`src/rtl/tomasulo_rob.sv`:
```
// Eight-entry reorder buffer: allocates tags in issue order, captures CDB results,
// forwards operands by tag and retires strictly in order with mispredict flush.
module tomasulo_rob #(
  parameter int DEPTH  = 8,
  parameter int PTR_W  = 3,
  parameter int DATA_W = 16,
  parameter int REG_W  = 4
) (
  input  logic              clk1,
  input  logic              rst,
  input  logic              alloc_valid,
  input  logic [3:0]        alloc_func,
  input  logic [REG_W-1:0]  alloc_rd,
  output logic              alloc_ready,
  output logic [PTR_W-1:0]  alloc_tag,
  input  logic              cdb_valid,
  input  logic [PTR_W-1:0]  cdb_tag,
  input  logic [DATA_W-1:0] cdb_data,
  input  logic [PTR_W-1:0]  q_tag1,
  input  logic [PTR_W-1:0]  q_tag2,
  output logic              q_ready1,
  output logic              q_ready2,
  output logic [DATA_W-1:0] q_data1,
  output logic [DATA_W-1:0] q_data2,
  output logic              commit_valid,
  output logic              commit_we,
  output logic [REG_W-1:0]  commit_rd,
  output logic [DATA_W-1:0] commit_data,
  output logic [PTR_W-1:0]  commit_tag,
  output logic              commit_store,
  output logic              flush,
  output logic [PTR_W:0]    count
);

  logic [DEPTH-1:0]  ent_valid;
  logic [DEPTH-1:0]  ent_done;
  logic [3:0]        ent_func  [DEPTH];
  logic [REG_W-1:0]  ent_rd    [DEPTH];
  logic [DATA_W-1:0] ent_value [DEPTH];
  logic [PTR_W-1:0]  head;
  logic [PTR_W-1:0]  tail;

  logic commit_fire;
  logic mispredict;
  logic alloc_fire;

  always_comb begin
    alloc_ready = (count != (PTR_W+1)'(DEPTH));
    alloc_tag   = tail;
    commit_fire = ent_valid[head] && ent_done[head];
    mispredict  = commit_fire && (ent_func[head][3:1] == 3'b011) && ent_value[head][0];
    // A mispredict retiring this edge squashes the whole buffer, including this alloc.
    alloc_fire  = alloc_valid && alloc_ready && !mispredict;
  end

  always_comb begin
    q_ready1 = 1'b0;
    q_data1  = ent_value[q_tag1];
    if (cdb_valid && (cdb_tag == q_tag1)) begin
      q_ready1 = 1'b1;
      q_data1  = cdb_data;
    end else begin
      q_ready1 = ent_valid[q_tag1] && ent_done[q_tag1];
    end
  end

  always_comb begin
    q_ready2 = 1'b0;
    q_data2  = ent_value[q_tag2];
    if (cdb_valid && (cdb_tag == q_tag2)) begin
      q_ready2 = 1'b1;
      q_data2  = cdb_data;
    end else begin
      q_ready2 = ent_valid[q_tag2] && ent_done[q_tag2];
    end
  end

  always_ff @(posedge clk1 or posedge rst) begin
    if (rst) begin
      ent_valid    <= '0;
      ent_done     <= '0;
      for (int i = 0; i < DEPTH; i++) begin
        ent_func[i]  <= '0;
        ent_rd[i]    <= '0;
        ent_value[i] <= '0;
      end
      head         <= '0;
      tail         <= '0;
      count        <= '0;
      commit_valid <= 1'b0;
      commit_we    <= 1'b0;
      commit_rd    <= '0;
      commit_data  <= '0;
      commit_tag   <= '0;
      commit_store <= 1'b0;
      flush        <= 1'b0;
    end else begin
      commit_valid <= commit_fire;
      commit_we    <= commit_fire && (ent_func[head] <= 4'b0100);
      commit_store <= commit_fire && (ent_func[head] == 4'b0101);
      flush        <= mispredict;
      if (commit_fire) begin
        commit_rd   <= ent_rd[head];
        commit_data <= ent_value[head];
        commit_tag  <= head;
      end

      if (mispredict) begin
        ent_valid <= '0;
        ent_done  <= '0;
        head      <= '0;
        tail      <= '0;
        count     <= '0;
      end else begin
        if (alloc_fire) begin
          ent_valid[tail] <= 1'b1;
          ent_done[tail]  <= 1'b0;
          ent_func[tail]  <= alloc_func;
          ent_rd[tail]    <= alloc_rd;
          tail            <= tail + 1'b1;
        end
        // Commit reads done from before this edge, so a CDB hit on head retires next edge.
        if (cdb_valid && ent_valid[cdb_tag] && !ent_done[cdb_tag]) begin
          ent_value[cdb_tag] <= cdb_data;
          ent_done[cdb_tag]  <= 1'b1;
        end
        if (commit_fire) begin
          ent_valid[head] <= 1'b0;
          ent_done[head]  <= 1'b0;
          head            <= head + 1'b1;
        end
        count <= count + (PTR_W+1)'(alloc_fire) - (PTR_W+1)'(commit_fire);
      end
    end
  end

endmodule

```
`config.mk`:
```
export PLATFORM = sky130hd
export DESIGN_NAME = tomasulo_rob
export DESIGN_NICKNAME = d
export VERILOG_FILES = /design/src/rtl/tomasulo_rob.sv
export SDC_FILE = /design/constraint.sdc
export NUM_CORES = 1
export LEC_CHECK = 0
export CORE_MARGIN = 3
export CORE_UTILIZATION = 28
export DETAILED_ROUTE_END_ITERATION = 10
export GPL_ROUTABILITY_DRIVEN = 0
export GPL_TIMING_DRIVEN = 0
export RECOVER_POWER = 25
export SLEW_MARGIN = 20
export SYNTH_ARGS = -nofsm -noshare
export SYNTH_HDL_FRONTEND = slang
export SYNTH_SLANG_ARGS = --single-unit
```
`constraint.sdc`:
```
create_clock -name clk1 -period 7.26 [get_ports clk1]
set_input_delay 1.089 -clock clk1 [delete_from_list [all_inputs] [get_ports clk1]]
set_output_delay 1.089 -clock clk1 [all_outputs]
set_load 0.01 [all_outputs]
```
==> key figures <==
Status
  • Status: finished, violations left
  • Failing checks: capacitance limit, slew limit

Critical path
  • CP Capture Type: primary output
  • Crit-path max FO: 10
  • Critical Path RT: 6.17 ns
  • Reg2Reg Setup Slack: 2.54 ns
  • Crit-path slowest cell: clkbuf_1
  • Crit-path cells: clkdlybuf4s50_1 -> clkbuf_1 -> xnor2_1 -> nand4_1 -> clkbuf_1 -> o211ai_1 -> clkdlybuf4s50_1
  • WP buf/inv: 4
  • WS Path Type: in2out
  • Arr. time, crit path: 4.39 ns
  • CP max stage delay: 0.79 ns
  • Kind of cell adding the most delay to the critical path: buffers and inverters
  • Startpoint Class: input port

Global routing
  • GRT Util Overall: 18.2%
  • Antenna violations before repair: 5
  • Gr ovfl total: 0
  • First-pass GRT wire length: 69.6 mm
  • Largest net degree at the start of global routing: 36
  • Vias in the first global route: 10500

Power
  • Worst VDD drop: 0.175 mV
  • Leak Pwr: 6.61 nW
  • Power density over the cells: 477 mW/mm^2
  • Power, Total: 0.00783 W

Clocking
  • CTS Root Cell: clkbuf_16
  • Worst skew pair latency: 0.55 ns
  • TritonCTS Buffers: 27
  • Num Clock Sinks: 245
  • H-Tree Depth: 1
  • Setup Buffers After CTS: 0
  • Clock-pin slew on the worst setup and hold paths: 0.06 ns
  • Max clock buf depth: 3
  • PostCTS Resize Cnt: 0
  • Hold bufs inserted after CTS: 0
  • CTS tree: yes

STA
  • Final hold viol count: 0
  • RSZ-0062 raised after global routing: no
  • Final setup skew: 0.0178 ns
  • Final setup fails: 0
  • Crit path time final: 5.47 ns
  • Rel. slew slack: -25.3%
  • FMAX: 183 MHz
  • Setup TNS: 0 ns
  • Slew Limit Fails: 163
  • Least-Margin Pin Slew: 1.88 ns
  • Final worst path period share: 75.4%

Die
  • DIE AREA: 0.0517 mm^2
  • Die X: 227 um
  • # IOs: 106
  • Row count: 80
  • Starting density of the core: 28.6%
  • Placeable Area: 0.0480 mm^2
  • Die Span Y: 227 um

Drt
  • First-pass DRT Iterations: 5
  • Post-DRT Antenna Nets: 0
  • Via density: 5.51
  • First-iteration detailed-routing DRC count: 1116
  • DR DRC count: 0
  • Total number of vias: 10200
  • Final WL: 47.1 mm
  • Avg WL per Cell: 25.3 um

Synth
  • Synth warn: 0
  • Syn Nets: 1148
  • Most common cell in the netlist: dfrtp_1
  • Yosys cell types: 56
  • Area leader, netlist: dfrtp_1
  • Sequential area share after synthesis: 44.6%
  • Top FF cell, synth: dfrtp_1
  • EDFF count, synth: 0
  • Post-synthesis cell area: 0.0137 mm^2
  • Syn_area_per_cell: 12.5 um^2
  • Top-area cell type share of the netlist area: 44.6%
  • Area contributors post-synth: dfrtp_1, mux2_2, mux4_2
  • Post-synth ARST share: 100%
  • Post-synth top cells: dfrtp_1, mux2_2, mux4_2
  • Post-synthesis cell count: 1103
  • Synth Register Bits: 245

Final layout
  • Area growth syn-to-layout: 19.3%
  • Fill cells: 4726
  • Final-stage net count: 1267
  • Fraction of layout cells with a size suffix above 1: 31.0%

Placed design
  • PortBufs: 82
  • HPWL Detailed: 32.9 mm

Job
  • Max-cap viol count: 5

Min path
  • Hold crit path type: reg2reg
[power breakdown]
group	total, W	internal, W	switching [W]
combinational	0.00367	0.00184	0.00183
clock	0.00155	0.000973	0.000577
sequential	0.00261	0.00205	0.000557
[per-stage QoR]
stage | util, % | hold slack (ns) | instances | setup WS, ns | instance area, um^2
after floorplan | - | 0.475 | 1103 | 2.95 | 13700
after global placement | 31.9 | 0.478 | 1800 | 1.02 | 15300
after detailed placement | 32.2 | 0.487 | 1808 | 1.93 | 15500
after CTS | 34.3 | 0.501 | 1857 | 1.90 | 16500
after global routing | 34.1 | 0.515 | 1857 | 1.09 | 16400
final | 34.1 | 0.499 | 1859 | 1.79 | 16400
[layer usage]
metal	up-vias	wire length, um	track usage, %
met5	-	50	0
li1	4388	-	-
met2	452	21800	29.2
met1	5275	19400	24.2
met3	124	4040	4.17
met4	8	1860	6.76
[area by class of cell]
class / count / area (um^2) / share of cell area, %
inverter: 14 / 53.8 / 0.328
clock buffer: 36 / 790 / 4.82
timing repair buffer: 90 / 867 / 5.29
antenna: 2 / 5.00 / 0.0305
clock inverter: 13 / 221 / 1.35
buffer: 94 / 404 / 2.47
tap: 615 / 769 / 4.69
sequential: 245 / 6130 / 37.4
multi-input combinational: 750 / 7150 / 43.6
[kinds of logic (layout without fill, tap and decap cells)]
logic type                 after synthesis  in the layout  synth area share [%]
muxes                                  354            354                  35.0
AOI/OAI and AO/OA                      186            186                  8.83
xor gates and xnor gates                11             11                 0.702
buffers and inverters                  108            247                  3.30
DFF                                    245            245                  44.6
adders and majority gates                8              8                 0.783
and+or+nand+nor                        191            191                  6.76
other                                    0              2                     0
[registers in the layout, summed over array words and instances, names as in the netlist]
register and flops:
commit_store 1, commit_data 16, commit_tag 3, ent_done 8
ent_valid 8, ent_rd 32, commit_valid 1, flush 1
head 3, ent_func 32, commit_we 1, commit_rd 4
alloc_tag 3, ent_value 128, count 4
[worst paths after layout]
kind	startpoint	to	depth (start not counted)
max reg2reg	head[2]	count[3]	15
max in group asynchronous	rst	ent_value[70]	5
min	commit_data[11]	commit_data[11]	1
min reg2reg	commit_data[11]	commit_data[11]	1
min in group asynchronous	rst	flush	2
max	cdb_tag[1]	q_ready2	7
[layout by cell type (no fill, tap or decap), types with 11 or more instances in the layout]
| cell | netlist | layout |
|---|---|---|
| dfrtp_1 | 245 | 245 |
| mux2_2 | 219 | 219 |
| clkdlybuf4s50_1 | 0 | 81 |
| mux4_2 | 79 | 79 |
| nor2_1 | 72 | 72 |
| a21oi_1 | 59 | 59 |
| mux2i_1 | 56 | 56 |
| clkbuf_1 | 46 | 54 |
| nand2_1 | 52 | 52 |
| o21ai_0 | 30 | 30 |
| buf_1 | 32 | 29 |
| clkbuf_16 | 0 | 27 |
| o211ai_1 | 16 | 16 |
| nand3_1 | 15 | 15 |
| a22oi_1 | 11 | 11 |
| inv_1 | 12 | 11 |
| o21a_1 | 11 | 11 |
No activity file was read; power rests on OpenSTA's default activity.
==> variant 1, RTL diff (same settings) <==
Register the output `count` once more; this adds one clock of latency there. The other outputs are not delayed to match.
--- a/src/rtl/tomasulo_rob.sv
+++ b/src/rtl/tomasulo_rob.sv
@@ -32,6 +32,8 @@
   output logic [PTR_W:0]    count
 );
 
+  logic [PTR_W:0] count_s0;
+
   logic [DEPTH-1:0]  ent_valid;
   logic [DEPTH-1:0]  ent_done;
   logic [3:0]        ent_func  [DEPTH];
@@ -45,7 +47,7 @@
   logic alloc_fire;
 
   always_comb begin
-    alloc_ready = (count != (PTR_W+1)'(DEPTH));
+    alloc_ready = (count_s0 != (PTR_W+1)'(DEPTH));
     alloc_tag   = tail;
     commit_fire = ent_valid[head] && ent_done[head];
     mispredict  = commit_fire && (ent_func[head][3:1] == 3'b011) && ent_value[head][0];
@@ -86,7 +88,7 @@
       end
       head         <= '0;
       tail         <= '0;
-      count        <= '0;
+      count_s0     <= '0;
       commit_valid <= 1'b0;
       commit_we    <= 1'b0;
       commit_rd    <= '0;
@@ -110,7 +112,7 @@
         ent_done  <= '0;
         head      <= '0;
         tail      <= '0;
-        count     <= '0;
+        count_s0  <= '0;
       end else begin
         if (alloc_fire) begin
           ent_valid[tail] <= 1'b1;
@@ -129,10 +131,14 @@
           ent_done[head]  <= 1'b0;
           head            <= head + 1'b1;
         end
-        count <= count + (PTR_W+1)'(alloc_fire) - (PTR_W+1)'(commit_fire);
+        count_s0 <= count_s0 + (PTR_W+1)'(alloc_fire) - (PTR_W+1)'(commit_fire);
       end
     end
   end
 
+  always_ff @(posedge clk1) begin
+    count <= count_s0;
+  end
+
 endmodule
 
Formal check against the unedited RTL: not equivalent (a bounded check fails within 4 cycles, from zero or initial values and one cycle with rst high).
==> variant 1 against the unedited design <==
The flow still finishes with violations (max-capacitance violations, max-slew violations). Highest routed layer unchanged. Maximum frequency is 0.35% lower. Count of clock-buffer cells in the layout fell by 6. Sequential cell count is 4 higher. Critical path type is now input port to asynchronous set/reset pin. Critical endpoint is now commit_data[8]. Die area up 0.83%. Total power is 6.4% lower. Clock power down 12%. Global-route usage decreased by 0.42 points. Wire length increased by 0.35%. Setup slack worse by 19 ps. Largest cell class unchanged. Area after synthesis is 0.86% higher. Non-clock buffer count increased by 5. Combinational power fell by 9.5%. Cell area is 0.31% higher.
==> variant 1: results (changes against the unedited design) <==
Synthesis
  – Synth area leaders: dfrtp_1 (44%), mux2_2 (16%), mux4_2 (12%)
  – Post-synthesis cell count: 1109 (+0.54%)
  – XOR/XNOR Fraction of Synth Area: 0.632% (-0.069 points)
  – Post-Synth Adder-Cell Area: 0.777% (-0.0067 points)
  – Post-synthesis async set-or-reset flop share: 98.4% (-1.6 points)
  – Post-synth top cells: dfrtp_1 (245), mux2_2 (200), a21oi_1 (82)
  – Mux contribution to synthesized area: 34.7% (-0.28 points)
  – Synth cell types: 60 (+7.1%)
  – Register area share after synthesis: 44.8% (+0.20 points)

Detailed routing
  – DRT iter0 DRCs: 1032 (-7.5%)
  – WL/cell: 24.9 um (-1.7%)
  – Via-per-instance ratio: 5.39 (-2.2%)

GRT
  – Largest net degree at the start of global routing: 35 (-2.8%)
  – First-pass GRT wire length: 70100 um (+0.67%)
  – Antenna violations before repair: 2 (-3)
  – Total Routing Usage GR: 17.8% (-0.42 points)
  – Number of global-route vias before repair: 10500 (-0.50%)

Critical path
  – Worst setup startpoint: rst
  – Reg-to-reg startpoint: head[0]
  – Slowest stage delay, CP: 1440 ps (+650 ps)

Worst hold path
  – Hold Startpoint: count_s0[2]

Finish
  – N_diodes: 0 (-2)
  – Layout Cells excl Fill: 1898 (+2.1%)
  – Net count, final: 1273 (+0.47%)
  – Fillers: 4764 (+0.80%)
  – Layout cells sized above 1: 31.5% (+0.48 points)

Run
  – Max Cap Viol: 5 (unchanged)

STA
  – Final setup skew: 35.9 ps (+18.1 ps)
  – Headroom to the max-slew limit: -26.0% (-0.70 points)
  – Pins Over Slew Limit: 159 (-2.5%)

Place
  – Port Buffers: 81 (-1.2%)

Run status
  – Status: complete, but fails checks
  – Failing checks: max-capacitance violations, max-slew violations

Power
  – LEAKAGE: 0.00679 uW (+2.8%)
  – Max VDD drop: 0.172 mV (-1.8%)
variant 1: cell types whose count changed after synthesis, sizes merged, moves of 7 or more:
| cell | change |
|---|---|
| a21oi | +23 |
| clkbuf | +22 |
| buf | -17 |
| nand2 | -11 |
| mux2i | +10 |
| o21ai | -10 |
| a221oi | +9 |
| mux2 | -7 |
variant 1: per-stage QoR:
stage / instance area [um^2] / setup slack (ps) / hold slack [ps]
after global placement: 15500 / 957 / 355
after detailed placement: 15700 / 1970 / 363
after CTS: 16500 / 1960 / 375
final: 16400 / 1770 / 370
after global routing: 16400 / 989 / 391
after floorplan: 13900 / 2950 / 347
variant 1: power by group through the flow:
stage | clock, uW | combinational, uW | sequential [uW]
global route | 1450 | 3560 | 2730
detailed placement | 0 | 3310 | 2640
finish | 1370 | 3320 | 2640
CTS | 1400 | 3320 | 2620
global placement | 0 | 3240 | 2610
floorplan | 0 | 2170 | 2480
variant 1: per-layer routing:
layer	part of all wire [%]	wire length [um]	track usage, %
met1	43	20100	24.0
met2	46	21600	28.1
met3	7.9	3760	3.95
met4	3.8	1790	6.55
met5	0.061	29	0
variant 1: cell type report:
type | count | area (um^2) | share of cell area (%)
buffer | 99 | 474 | 2.88
clock buffer | 30 | 697 | 4.24
clock inverter | 13 | 159 | 0.966
inverter | 14 | 53.8 | 0.327
multi-input combinational | 747 | 7120 | 43.3
sequential | 249 | 6210 | 37.8
tap | 656 | 821 | 4.99
timing repair buffer | 90 | 908 | 5.52
variant 1: worst paths after layout:
check	end	slack, ps	cells past startpoint
setup / recovery	commit_data[8]	1770	7
hold / removal	count[2]	370	0
setup reg to reg	count_s0[3]	3180	12
hold reg to reg	count[2]	370	0
max in group clk1	q_data2[14]	1820	7
min in group asynchronous	count_s0[1]	940	2
==> variant 2, RTL diff (same settings) <==
Without the edit above. `PTR_W`: 3 -> 2.
--- a/src/rtl/tomasulo_rob.sv
+++ b/src/rtl/tomasulo_rob.sv
@@ -2,7 +2,7 @@
 // forwards operands by tag and retires strictly in order with mispredict flush.
 module tomasulo_rob #(
   parameter int DEPTH  = 8,
-  parameter int PTR_W  = 3,
+  parameter int PTR_W  = 2,
   parameter int DATA_W = 16,
   parameter int REG_W  = 4
 ) (
Interface: changed (6 resized); port bits go from 106 to 100. The function was not compared with the original's and may differ.
==> variant 2 against the unedited design <==
The run still ends with max-capacitance violations, max-slew violations left. Utilization rose by 1.5 points. Highest routed layer unchanged. Non-clock buffer count fell by 9. Cell area fell by 35%. Largest cell class unchanged. Total power fell by 77%. Synthesized cell count fell by 24%. Wire length fell by 33%. Area after synthesis fell by 37%. Sequential cell count fell by 108. Sequential power fell by 71%. Hold slack got worse by 31 ps. Sequential share of layout area fell by 5.3 points. Setup slack improved by 430 ps.
==> variant 2: results (changes against the unedited design) <==
Run status
  – Status: complete, but fails checks
  – Failing checks: max-capacitance violations, max-slew violations

Detailed routing
  – Routed WL: 31800 um (-33%)
  – Via-per-instance ratio: 5.76 (+4.6%)
  – DRT iter0 DRCs: 954 (-15%)

GRT
  – Number of global-route vias before repair: 7665 (-27%)
  – Antenna violations before repair: 1 (-4)
  – Met3 usage: 5.03% (+0.86 points)
  – Largest net degree at the start of global routing: 89 (+150%)
  – Total Routing Usage GR: 19.2% (+0.97 points)

Synthesis
  – Post-synth top cells: nand2_1 (203), dfrtp_1 (137), nand3_1 (72)
  – Mux contribution to synthesized area: 24.1% (-11 points)
  – Post-synthesis cell count: 836 (-24%)
  – Register area share after synthesis: 39.7% (-5.0 points)
  – Compound-gate portion of the synthesized area: 8.54% (-0.29 points)
  – Synth cell types: 41 (-27%)
  – XOR/XNOR Fraction of Synth Area: 0.709% (+0.0077 points)

STA
  – Pins Over Slew Limit: 140 (-14%)
  – Headroom to the max-slew limit: -63.9% (-39 points)

Finish
  – Largest register FFs: 64 (-50%)
  – Layout cells sized above 1: 18.8% (-12 points)

Clock tree
  – Clock buffer depth: 2 (-1)
  – Clock Latency Late Sink: 430 ps (-120 ps)

Place
  – DP HPWL: 22000 um (-33%)
  – DP Cell Count: 1321 (-27%)

Power
  – Max VDD drop: 0.129 mV (-26%)

Run
  – Max Cap Viol: 2 (-3)
[variant 2: power by group]
part	internal, uW	switching, uW
registers	763	0
logic	45.7	66.4
clock network	523	390
total	1330	456
[variant 2: logic make-up (layout without fill, tap and decap cells)]
kind of cell    Yosys count  after routing
compound gates           91             91
mux                     127            127
buf+inv                  89            216
xor+xnor                  7              7
flops                   137            137
fa+ha+maj                11             11
simple gates            374            374
[variant 2: path summary, 6_finish.rpt]
path | slack [ps] | from | cells after the start | to
max in group asynchronous | 2390 | rst | 3 | ent_value[92]
hold / removal | 470 | commit_data[9] | 2 | commit_data[9]
setup reg to reg | 3160 | head[1] | 15 | count[2]
setup / recovery | 2220 | q_tag1[1] | 5 | q_data1[2]
hold reg to reg | 470 | commit_data[9] | 2 | commit_data[9]
min in group asynchronous | 1770 | rst | 2 | commit_tag[1]
[variant 2: stage by stage]
stage | instance area [um^2] | util [%] | setup WS, ps | hold WS [ps]
floorplan | 8650 | - | 2500 | 474
global placement | 10100 | 33.5 | 144 | 455
detailed placement | 10100 | 33.7 | 2200 | 459
CTS | 10700 | 35.7 | 2190 | 475
global route | 10700 | 35.6 | 1660 | 498
finish | 10700 | 35.6 | 2220 | 467
[variant 2: worst max-delay path, cell delays in order]
cell and delay [ps]:
clkbuf_1 590, clkbuf_1 880, mux4_2 620, mux2_2 280
clkdlybuf4s50_1 480
[variant 2: final cells by class]
cell class              count  area (um^2)
plain buffers              80          333
clock buffers              18          439
clock inverters            14          160
fillers                  2960        19300
inverters                   9         35.0
multi-input cells         610         4860
flip-flops and latches    137         3430
well taps                 390          488
repair buffers             95          946
[variant 2: routing by layer]
layer,up-vias,wire [um],part of all wire [%]
met5,-,9,0.028
met4,2,1420,4.5
met3,89,2950,9.3
met2,501,14500,46
met1,3862,12900,41
li1,3345,-,-
